==> config.mk <==
export PLATFORM = sky130hd
export DESIGN_NAME = alu_mc
export DESIGN_NICKNAME = d
export VERILOG_FILES = /design/src/rtl/alu_mc_pkg.sv /design/src/rtl/alu_mc_comb.sv /design/src/rtl/alu_mc.sv
export SDC_FILE = /design/constraint.sdc
export NUM_CORES = 1
export LEC_CHECK = 0
export CAP_MARGIN = 10
export CORE_ASPECT_RATIO = 1.25
export CORE_MARGIN = 2
export CORE_UTILIZATION = 58
export CTS_CLUSTER_DIAMETER = 40
export DETAILED_ROUTE_END_ITERATION = 7
export GPL_ROUTABILITY_DRIVEN = 1
export PLACE_DENSITY = 0.92
export SLEW_MARGIN = 20
export SYNTH_ARGS = -nofsm -noshare
export SYNTH_HDL_FRONTEND = slang
export SYNTH_HIERARCHICAL = 1
export SYNTH_SLANG_ARGS = --single-unit
==> constraint.sdc <==
create_clock -name clk -period 2 [get_ports clk]
set_clock_uncertainty 0.1 [all_clocks]
set_input_delay 0.4 -clock clk [delete_from_list [all_inputs] [get_ports clk]]
set_output_delay 0.4 -clock clk [all_outputs]
set_load 0.05 [all_outputs]
==> src/rtl/alu_mc_pkg.sv <==
// Shared opcodes, FSM state encoding and helpers for the multi-cycle ALU.
package alu_mc_pkg;

    localparam logic [3:0] OP_OR    = 4'd0;
    localparam logic [3:0] OP_AND   = 4'd1;
    localparam logic [3:0] OP_XOR   = 4'd2;
    localparam logic [3:0] OP_NOR   = 4'd3;
    localparam logic [3:0] OP_NOT_A = 4'd4;
    localparam logic [3:0] OP_PASS_A = 4'd5;
    localparam logic [3:0] OP_PASS_B = 4'd6;
    localparam logic [3:0] OP_LUI   = 4'd7;
    localparam logic [3:0] OP_ADD   = 4'd8;
    localparam logic [3:0] OP_SUB   = 4'd9;
    localparam logic [3:0] OP_SLT   = 4'd10;
    localparam logic [3:0] OP_SGT   = 4'd11;
    localparam logic [3:0] OP_SLL   = 4'd12;
    localparam logic [3:0] OP_SRL   = 4'd13;
    localparam logic [3:0] OP_SRA   = 4'd14;
    localparam logic [3:0] OP_RSVD  = 4'd15;

    typedef enum logic [1:0] {
        ST_IDLE  = 2'd0,
        ST_SHIFT = 2'd1,
        ST_DONE  = 2'd2
    } state_t;

    function automatic logic is_shift(input logic [3:0] op);
        return (op == OP_SLL) || (op == OP_SRL) || (op == OP_SRA);
    endfunction

endpackage

==> src/rtl/alu_mc_comb.sv <==
// Single-cycle datapath: logic, LUI, add/sub with flags and signed compares.
module alu_mc_comb
    import alu_mc_pkg::*;
#(
    parameter int WIDTH = 32
) (
    input  logic [3:0]       op,
    input  logic [WIDTH-1:0] a,
    input  logic [WIDTH-1:0] b,
    output logic [WIDTH-1:0] result,
    output logic             carry,
    output logic             ovf,
    output logic             err
);

    logic [WIDTH:0] sum_ext;
    logic [WIDTH:0] dif_ext;
    logic           lt;
    logic           gt;

    assign sum_ext = {1'b0, a} + {1'b0, b};
    assign dif_ext = {1'b0, a} + {1'b0, ~b} + {{WIDTH{1'b0}}, 1'b1};
    // Native signed compare, so no dependence on the (possibly overflowed) difference
    assign lt = $signed(a) < $signed(b);
    assign gt = $signed(a) > $signed(b);

    always_comb begin
        result = '0;
        carry  = 1'b0;
        ovf    = 1'b0;
        err    = 1'b0;
        case (op)
            OP_OR:     result = a | b;
            OP_AND:    result = a & b;
            OP_XOR:    result = a ^ b;
            OP_NOR:    result = ~(a | b);
            OP_NOT_A:  result = ~a;
            OP_PASS_A: result = a;
            OP_PASS_B: result = b;
            OP_LUI:    result = {b[WIDTH/2-1:0], {(WIDTH/2){1'b0}}};
            OP_ADD: begin
                result = sum_ext[WIDTH-1:0];
                carry  = sum_ext[WIDTH];
                ovf    = (a[WIDTH-1] == b[WIDTH-1]) && (sum_ext[WIDTH-1] != a[WIDTH-1]);
            end
            OP_SUB: begin
                result = dif_ext[WIDTH-1:0];
                carry  = dif_ext[WIDTH];
                ovf    = (a[WIDTH-1] != b[WIDTH-1]) && (dif_ext[WIDTH-1] != a[WIDTH-1]);
            end
            OP_SLT:    result = {{(WIDTH-1){1'b0}}, lt};
            OP_SGT:    result = {{(WIDTH-1){1'b0}}, gt};
            OP_RSVD:   err = 1'b1;
            default:   ;
        endcase
    end

endmodule

==> src/rtl/alu_mc.sv <==
// Registered multi-cycle ALU with valid/ready handshakes; shifts take one cycle per bit.
module alu_mc
    import alu_mc_pkg::*;
#(
    parameter int WIDTH = 32,
    parameter int SHW   = $clog2(WIDTH)
) (
    input  logic             clk,
    input  logic             rst_n,
    input  logic             in_valid,
    output logic             in_ready,
    input  logic [3:0]       op,
    input  logic [WIDTH-1:0] a,
    input  logic [WIDTH-1:0] b,
    output logic             out_valid,
    input  logic             out_ready,
    output logic [WIDTH-1:0] result,
    output logic             zero,
    output logic             carry,
    output logic             ovf,
    output logic             err
);

    state_t           state_reg;
    logic [3:0]       op_reg;
    logic [WIDTH-1:0] shift_reg;
    logic [SHW-1:0]   cnt_reg;
    logic [WIDTH-1:0] result_reg;
    logic             zero_reg;
    logic             carry_reg;
    logic             ovf_reg;
    logic             err_reg;
    logic             out_valid_reg;

    logic [WIDTH-1:0] comb_result;
    logic             comb_carry;
    logic             comb_ovf;
    logic             comb_err;
    logic [WIDTH-1:0] shift_next;
    logic             shift_out;
    logic [SHW-1:0]   shamt;
    logic             accept;

    alu_mc_comb #(.WIDTH(WIDTH)) u_comb (
        .op     (op),
        .a      (a),
        .b      (b),
        .result (comb_result),
        .carry  (comb_carry),
        .ovf    (comb_ovf),
        .err    (comb_err)
    );

    // Gated by rst_n so the block never advertises readiness while held in reset
    assign in_ready = rst_n & ((state_reg == ST_IDLE) | ((state_reg == ST_DONE) & out_ready));
    assign accept   = in_valid & in_ready;
    assign shamt    = b[SHW-1:0];

    always_comb begin
        shift_next = shift_reg;
        shift_out  = 1'b0;
        case (op_reg)
            OP_SLL: begin
                shift_next = {shift_reg[WIDTH-2:0], 1'b0};
                shift_out  = shift_reg[WIDTH-1];
            end
            OP_SRL: begin
                shift_next = {1'b0, shift_reg[WIDTH-1:1]};
                shift_out  = shift_reg[0];
            end
            OP_SRA: begin
                shift_next = {shift_reg[WIDTH-1], shift_reg[WIDTH-1:1]};
                shift_out  = shift_reg[0];
            end
            default: ;
        endcase
    end

    always_ff @(posedge clk or negedge rst_n) begin
        if (!rst_n) begin
            state_reg     <= ST_IDLE;
            op_reg        <= OP_OR;
            shift_reg     <= '0;
            cnt_reg       <= '0;
            result_reg    <= '0;
            zero_reg      <= 1'b0;
            carry_reg     <= 1'b0;
            ovf_reg       <= 1'b0;
            err_reg       <= 1'b0;
            out_valid_reg <= 1'b0;
        end else begin
            case (state_reg)
                ST_SHIFT: begin
                    shift_reg <= shift_next;
                    cnt_reg   <= cnt_reg - 1'b1;
                    if (cnt_reg == {{(SHW-1){1'b0}}, 1'b1}) begin
                        result_reg    <= shift_next;
                        zero_reg      <= (shift_next == '0);
                        carry_reg     <= shift_out;
                        out_valid_reg <= 1'b1;
                        state_reg     <= ST_DONE;
                    end
                end
                default: begin
                    if (accept) begin
                        op_reg <= op;
                        if (is_shift(op) && (shamt != '0)) begin
                            shift_reg     <= a;
                            cnt_reg       <= shamt;
                            ovf_reg       <= 1'b0;
                            err_reg       <= 1'b0;
                            out_valid_reg <= 1'b0;
                            state_reg     <= ST_SHIFT;
                        end else if (is_shift(op)) begin
                            result_reg    <= a;
                            zero_reg      <= (a == '0);
                            carry_reg     <= 1'b0;
                            ovf_reg       <= 1'b0;
                            err_reg       <= 1'b0;
                            out_valid_reg <= 1'b1;
                            state_reg     <= ST_DONE;
                        end else begin
                            result_reg    <= comb_result;
                            zero_reg      <= (comb_result == '0);
                            carry_reg     <= comb_carry;
                            ovf_reg       <= comb_ovf;
                            err_reg       <= comb_err;
                            out_valid_reg <= 1'b1;
                            state_reg     <= ST_DONE;
                        end
                    end else if ((state_reg == ST_DONE) && out_ready) begin
                        out_valid_reg <= 1'b0;
                        state_reg     <= ST_IDLE;
                    end
                end
            endcase
        end
    end

    assign out_valid = out_valid_reg;
    assign result    = result_reg;
    assign zero      = zero_reg;
    assign carry     = carry_reg;
    assign ovf       = ovf_reg;
    assign err       = err_reg;

endmodule

==> results by group, run 1 <==
Outcome
  • Outcome: did not finish
  • Failed at: 5_1_grt
  • Error: [ERROR GRT-0116] Global routing finished with congestion. Check the congestion regions in the DRC Viewer.

GRT
  • Vias in the first global route: 21252
  • Overflow after GRT: 531
  • Total GRT Usage: 88.9%
  • Largest net degree at the start of global routing: 80
  • First-pass GRT wire length: 138 mm

Floorplan
  • Die W: 126 µm
  • Initial core utilization: 59.2%
  • Std cell rows: 55
  • Die Y: 156 µm
  • Boundary Pins: 110

Logic synthesis
  • Cell area after synthesis: 0.0107 mm²
  • Mapped Nets: 1670
  • Yosys cell types: 83
  • Synthesized area per cell: 7.18 µm²
  • Synth Instances: 1498
  • Warnings, synthesis: 6
  • Post-synth EDFFs: 0
  • Primary FF master, synth: dfrtp_1
  • Synth Register Bits: 79
  • Top post-synthesis cells by area: dfrtp_1 18%, ha_1 11%, nand2_1 7.7%
  • Seq/Total Area, Yosys: 18.4%
  • Yosys top cell area share: 18.4%
  • Largest area contributor in the synthesized netlist: dfrtp_1
  • Async set-reset flop share out of synthesis: 100%

CTS
  • Clock root buffer: clkbuf_16
  • Max clock buf depth: 2
  • CTS buffer count: 9
  • H-tree depth: 3
  • Clk sinks: 79

Placement
  • Placer Congestion: 1.28
  • Place WS: -2.86 ns
  • HPWL after DPL: 40.4 mm
  • Number of port buffers: 109
[routing by layer]
layer	GRT usage (%)	overflow
met5	51.7	0
met4	91.3	156
met3	75.6	12
met2	106	357
met1	85.5	6
[logic make-up after synthesis]
family / after synthesis / share of synthesized area (%)
and+or+nand+nor: 546 / 23.5
muxes: 32 / 3.33
AOI/OAI and AO/OA: 511 / 33.1
buffers and inverters: 203 / 7.74
DFF: 79 / 18.4
adders and majority gates: 100 / 11.8
xor gates and xnor gates: 27 / 2.20
[cell usage after synthesis (6+ instances only)]
cell type and count:
nand2_1 221, nor2_1 138, a21oi_1 118, o21ai_0 116
ha_1 98, inv_1 90, dfrtp_1 79, clkbuf_1 67
a22oi_1 44, a222oi_1 37, a221o_1 33, nor4_1 33
buf_2 29, nand3_1 28, nor3_1 26, a21o_1 25
mux2i_1 23, nor2b_1 23, xnor2_1 22, nand4_1 19
o211ai_1 11, a22o_1 10, buf_1 10, a211oi_1 9
nor4b_1 9, or3_1 9, a2111oi_0 8, o221ai_1 8
o31ai_1 8, o21bai_1 7, o22ai_1 7, a221oi_1 6
a31oi_1 6, and3_1 6, mux2_2 6, nand2b_1 6
o31a_1 6, or4_1 6
[repair_timing]
action	4_1_cts
resized for setup	513
hold buffers	0
cloned	3
endpoints found under the hold margin	0
setup endpoints to repair	78
pin swaps	157
buffers inserted	68
[metrics by stage]
step / cells / instance area, µm² / setup TNS, ns / hold slack, ns
floorplan: 1498 / 11100 / -27.22 / 0.00441
global placement: 2139 / 15000 / -88.11 / 0.361
detailed placement: 2139 / 15000 / -97.91 / 0.374
CTS: 2219 / 17200 / -37.04 / 0.285
==> inputs of run 2 (changes only) <==
--- a/config.mk
+++ b/config.mk
@@ -6,13 +6,11 @@
 export NUM_CORES = 1
 export LEC_CHECK = 0
 export CAP_MARGIN = 10
-export CORE_ASPECT_RATIO = 1.25
 export CORE_MARGIN = 2
-export CORE_UTILIZATION = 58
-export CTS_CLUSTER_DIAMETER = 40
+export CORE_UTILIZATION = 40
 export DETAILED_ROUTE_END_ITERATION = 7
 export GPL_ROUTABILITY_DRIVEN = 1
-export PLACE_DENSITY = 0.92
+export PLACE_DENSITY_LB_ADDON = 0.15
 export SLEW_MARGIN = 20
 export SYNTH_ARGS = -nofsm -noshare
 export SYNTH_HDL_FRONTEND = slang
==> results by group, run 2 <==
Floorplan
  • Std cell rows: 60
  • Die Y: 168 µm
  • Boundary Pins: 110
  • Die W: 168 µm
  • Die Area: 0.0282 mm²
  • Core area: 0.0267 mm²
  • Initial core utilization: 40.3%

STA
  • Slew @ Worst Pin: 0.754 ns
  • Final Max Slew Viols: 0
  • Fmax: 0.262 GHz
  • Final WS setup: -1.81 ns
  • Sum Neg Setup Slack: -38.58 ns
  • Final number of hold-violating endpoints: 0
  • Fin Hold WS: 0.179 ns
  • Final critical-path share of the clock period: 191%
  • Final setup vio count: 35
  • Max_slew headroom: 49.7%
  • Shortest period the worst path allows: 3.81 ns
  • RSZ-0062 raised after global routing: yes

GRT
  • Total GRT Usage: 37.6%
  • Antenna violations before repair: 0
  • Overflow after GRT: 0
  • Vias in the first global route: 14227
  • Largest net degree at the start of global routing: 80
  • First-pass GRT wire length: 82.4 mm

CTS
  • Hold Buf Count CTS: 0
  • Clk sinks: 79
  • Clock Latency Late Sink: 0.34 ns
  • Max clock buf depth: 2
  • CTS buffer count: 9
  • H-tree depth: 3
  • Worst-path clk slew: 0.06 ns
  • Clock root buffer: clkbuf_16
  • CTS tree: done

Logic synthesis
  • Primary FF master, synth: dfrtp_1
  • Largest area contributor in the synthesized netlist: dfrtp_1
  • Synthesized area per cell: 7.18 µm²
  • Synth Register Bits: 79
  • Commonest cells in the netlist: 221 x nand2_1, 138 x nor2_1, 118 x a21oi_1
  • Most frequent cell after synthesis: nand2_1
  • Mapped Nets: 1670
  • Warnings, synthesis: 6
  • Top post-synthesis cells by area: dfrtp_1 18%, ha_1 11%, nand2_1 7.7%
  • Cell area after synthesis: 0.0107 mm²
  • Post-synth EDFFs: 0
  • Async set-reset flop share out of synthesis: 100%
  • Synth Instances: 1498
  • Yosys top cell area share: 18.4%
  • Yosys cell types: 83
  • Seq/Total Area, Yosys: 18.4%

Power
  • Clock Power Share: 21.3%
  • Power Density: 414 mW/mm²
  • P_int: 4.75 mW
  • Leak: 8.48 nW
  • Maximum VDD drop: 342 µV
  • Net Sw Frac: 38.1%
  • Sw Pwr: 2.92 mW
  • Gate power share: 57.4%
  • Sequential cell fraction of total power: 21.3%
  • Total design power: 7.67 mW

Final layout
  • Post-Layout Inst Area: 0.0185 mm²
  • Most common cell after layout, fill and taps aside: buf_4
  • Final non-filler cell total: 2422
  • Nets: 2249
  • Antenna cell count: 0
  • Post-Route Utilization: 69.6%
  • Layout cells sized above 1: 48.6%
  • Area growth syn-to-layout: 72.5%
  • Leading cell types in the layout, fill and taps excluded: 520 x buf_4, 179 x nand2_1, 125 x nor2_1, 79 x buf_6, 78 x dfrtp_1

Critical path
  • Worst path required time: 2.12 ns
  • CP delay by family, top: compound AO/OA/AOI/OAI gates
  • Setup CP Type: in -> reg
  • Crit-path cells: buf_8, inv_4, ha_4, fa_2, o21ba_4, nor4_4, o31a_1, o21ai_2, a21oi_2, o31a_1, buf_6, buf_6, a2111oi_4, buf_4, mux2i_1, o311ai_2, nor4_2, nand4_1, nor3_2, nor2_1, a2bb2oi_1, o31ai_1
  • Crit start category: primary input
  • Slowest cell on the critical path: a2111oi_4
  • Max Fanout on Critical Path: 2
  • CP max stage delay: 0.35 ns
  • WP buf/inv: 5
  • Arr. time, crit path: 3.93 ns
  • Setup crit end kind: flop

Min path
  • Hold crit path type: in -> async

Outcome
  • Failing checks: DRC, setup timing
  • Outcome: complete, but fails checks

Detailed routing
  • Via density: 6.11
  • Drt drc: 5
  • Routed wire length: 56.0 mm
  • Vias: 14792
  • Iteration-0 DRC Markers: 1782
  • First drt pass iteration count: 8
  • WL per Instance: 23.1 µm
  • Post-route ant nets: 0

Placement
  • Number of port buffers: 109
  • HPWL after DPL: 41.9 mm
  • Place WS: -2.76 ns
  • Placed inst area: 0.0155 mm²
  • Placer Congestion: 1.00
  • Cell count after placement: 2307

Flow run
  • Max Cap Viol: 0
==> run 2: cell counts after synthesis <==
No cell type changed its count.
==> run 2: layout make-up <==
class / instances / area, µm²
clock buffers: 10 / 229
fillers: 2205 / 8110
inverters: 91 / 364
multi-input cells: 1219 / 9760
repair buffers: 677 / 5730
well taps: 341 / 427
flip-flops and latches: 79 / 1980
clock inverters: 5 / 60.1
==> run 2: path summary, 6_finish.rpt <==
path	start	endpoint	slack, ns	cells past startpoint
min in group clk	op[1]	op_reg[1]	0.30	2
max reg2reg	state_reg[1]	result[1]	0.04	8
min reg2reg	result[2]	result[2]	0.38	2
max	a[0]	zero	-1.81	22
max in group asynchronous	rst_n	result[19]	1.06	3
min	rst_n	state_reg[0]	0.18	3
==> run 2: logic make-up (layout without fill, tap and decap cells) <==
logic type	count (synthesis)	in the layout	share of synthesized area, %
AOI/OAI and AO/OA	511	511	33.1
xor gates and xnor gates	27	27	2.20
adders and majority gates	100	100	11.8
buffers and inverters	203	783	7.74
DFF	79	79	18.4
muxes	32	32	3.33
and+or+nand+nor	546	549	23.5
==> run 2: worst register-to-register path, stage by stage (launching register included) <==
cell,delay [ns]
dfrtp_2,0.39
nor2b_4,0.12
nand4bb_1,0.19
buf_4,0.17
a21o_1,0.19
o21a_4,0.17
a311oi_2,0.33
buf_4,0.18
a21o_1,0.08
==> run 2: power by group through the flow <==
stage          combinational, mW  sequential [mW]  clock (mW)
6_report                    4.40             1.63        1.63
3_5_place_dp                3.35             1.66           0
5_1_grt                     4.64             1.63        1.68
4_1_cts                     4.00             1.63        1.63
3_3_place_gp                3.34             1.66           0
2_1_floorplan               1.52             1.65           0
==> run 2: metal layers <==
metal / up-vias / wire (µm) / global-route usage [%]
li1: 6690 / - / -
met1: 7084 / 22700 / 50.1
met2: 854 / 25900 / 62.3
met3: 164 / 4540 / 3.48
met4: 0 / 2820 / 15.8
met5: - / 0 / 0
==> run 2: timing repair <==
item / in CTS / in global routing
setup endpoints to repair: 74 / 71
pin swaps: 207 / 133
gates resized for setup: 575 / 145
setup buffers: 76 / 40
gates cloned: 0 / 5
hold endpoints to repair: 0 / 0
Power figures use the tool's default switching activity.
==> inputs of run 3 (changes only) <==
--- a/config.mk
+++ b/config.mk
@@ -10,7 +10,7 @@
 export CORE_UTILIZATION = 40
 export DETAILED_ROUTE_END_ITERATION = 7
 export GPL_ROUTABILITY_DRIVEN = 1
-export PLACE_DENSITY_LB_ADDON = 0.15
+export PLACE_DENSITY = 0.72
 export SLEW_MARGIN = 20
 export SYNTH_ARGS = -nofsm -noshare
 export SYNTH_HDL_FRONTEND = slang
==> results by group, run 3 (synthesis results as in run 2) <==
Outcome
  • Outcome: complete, but fails checks
  • Failing checks: setup timing

Final layout
  • Area growth syn-to-layout: 72.2%
  • Most common cell after layout, fill and taps aside: buf_4
  • Leading cell types in the layout, fill and taps excluded: 494 x buf_4, 166 x nand2_1, 122 x nor2_1, 83 x buf_6, 78 x dfrtp_1
  • Layout cells sized above 1: 49.4%
  • Antenna cell count: 0
  • Nets: 2228
  • Post-Layout Inst Area: 0.0185 mm²

CTS
  • Worst-path clk slew: 0.07 ns
  • CTS tree: done
  • Clk sinks: 79
  • CTS buffer count: 9
  • Hold Buf Count CTS: 0
  • Max clock buf depth: 2
  • Clock Latency Late Sink: 0.34 ns
  • Clock root buffer: clkbuf_16
  • H-tree depth: 3

STA
  • Max_slew headroom: 51.4%
  • Slew @ Worst Pin: 0.729 ns
  • Final setup vio count: 35
  • Shortest period the worst path allows: 3.78 ns
  • Final Max Slew Viols: 0
  • Fin Hold WS: 0.218 ns
  • Final critical-path share of the clock period: 189%
  • Fmax: 0.264 GHz
  • Final number of hold-violating endpoints: 0
  • RSZ-0062 raised after global routing: yes
  • Final WS setup: -1.78 ns
  • Sum Neg Setup Slack: -37.22 ns

Critical path
  • Setup CP Type: in -> reg
  • R2R Path End: zero
  • FF-to-FF path depth: 7
  • Crit start category: primary input
  • Worst path required time: 2.14 ns
  • FF-to-FF Start: state_reg[1]
  • Crit-path cells: buf_8, inv_4, ha_4, o21ba_4, or4_4, a21oi_4, o31ai_4, o211a_4, o21a_4, buf_6, buf_6, o31ai_4, nor2_1, a2bb2oi_4, nor4_1, nand4_1, nor3_2, nor2_2, a2bb2oi_2, o31ai_1
  • Reg-to-reg slack, setup: 0 ns
  • Setup crit end kind: flop
  • Worst Setup SP: a[1]
  • Max Fanout on Critical Path: 3
  • Critical Path Sink: zero
  • CP max stage delay: 0.45 ns
  • Arr. time, crit path: 3.93 ns
  • Slowest cell on the critical path: or4_4

Floorplan
  • Core area: 0.0267 mm²
  • Initial core utilization: 40.3%
  • Std cell rows: 60
  • Die W: 168 µm
  • Die Y: 168 µm
  • Die Area: 0.0282 mm²
  • Boundary Pins: 110

Detailed routing
  • Post-route ant nets: 0
  • Drt drc: 0
  • First drt pass iteration count: 7
  • Vias: 14927
  • Iteration-0 DRC Markers: 1922
  • Via density: 6.21
  • WL per Instance: 23.2 µm
  • Routed wire length: 55.8 mm

Placement
  • Number of port buffers: 109
  • Placed inst area: 0.0154 mm²
  • HPWL after DPL: 41.9 mm
  • Placer Congestion: 1.00

Power
  • Leak: 8.43 nW
  • Maximum VDD drop: 296 µV
  • Total design power: 7.85 mW
  • Power Density: 424 mW/mm²

GRT
  • Largest net degree at the start of global routing: 80
  • Total GRT Usage: 38.1%
  • First-pass GRT wire length: 83.7 mm
  • Overflow after GRT: 0
  • Antenna violations before repair: 1
  • Vias in the first global route: 14756

Flow run
  • Max Cap Viol: 0

Min path
  • Hold crit path type: in -> async
[run 3: report_power, final]
part / switching [mW] / internal, mW / leakage (nW) / total (mW)
logic: 2.26 / 2.16 / 7.22 / 4.42
clock network: 0.697 / 1.10 / 0.150 / 1.80
registers: 0.0225 / 1.61 / 1.06 / 1.63
[run 3: metal layers]
metal  global-route usage [%]  wire (µm)  part of all wire (%)  vias up
li1                         -          -                     -     6659
met1                     48.1      21800                    39     7172
met2                     62.2      25600                    46      885
met3                     5.20       4870                   8.7      209
met4                     22.8       3590                   6.4        2
met5                        0         13                 0.023        -
[run 3: timing repair]
action                                  4_1_cts  5_1_grt
gates cloned                                  3        0
endpoints found under the setup margin       73       62
pin swaps                                   220      173
setup buffers                                93       30
gates resized for setup                     561      187
[run 3: area by class of cell]
cell class / count / area [µm²]
sequential: 79 / 1980
clock buffer: 10 / 229
inverter: 91 / 367
fill: 2137 / 8140
timing repair buffer: 656 / 5490
tap: 341 / 427
clock inverter: 6 / 92.6
multi-input combinational: 1219 / 9920
[run 3: worst min path at each step]
stage | startpoint | end | slack, ns | depth (start not counted)
2_1_floorplan | rst_n | carry | 0.004 | 0
3_3_place_gp | result[1] | result[1] | 0.36 | 1
3_5_place_dp | err | err | 0.37 | 2
4_1_cts | a[7] | shift_reg[7] | 0.34 | 3
5_1_grt | rst_n | cnt_reg[2] | 0.30 | 3
6_report | rst_n | cnt_reg[2] | 0.22 | 3
[run 3: worst max-delay path, delay by kind of cell]
kind / cells / cell delay [ns]
buffers and inverters: 4 / 0.41
AO/OA/AOI/OAI: 9 / 1.62
adder cells (fa/ha/maj): 1 / 0.19
AND/OR/NAND/NOR: 6 / 1.29
[run 3: per-stage QoR]
step                util [%]  cells  setup slack [ns]
finish                  69.4   2402             -1.78
global placement        57.7   2294             -2.66
global route            69.4   2402             -1.92
CTS                     66.7   2382             -1.87
detailed placement      57.7   2294             -2.76
floorplan                  -   1498             -1.46
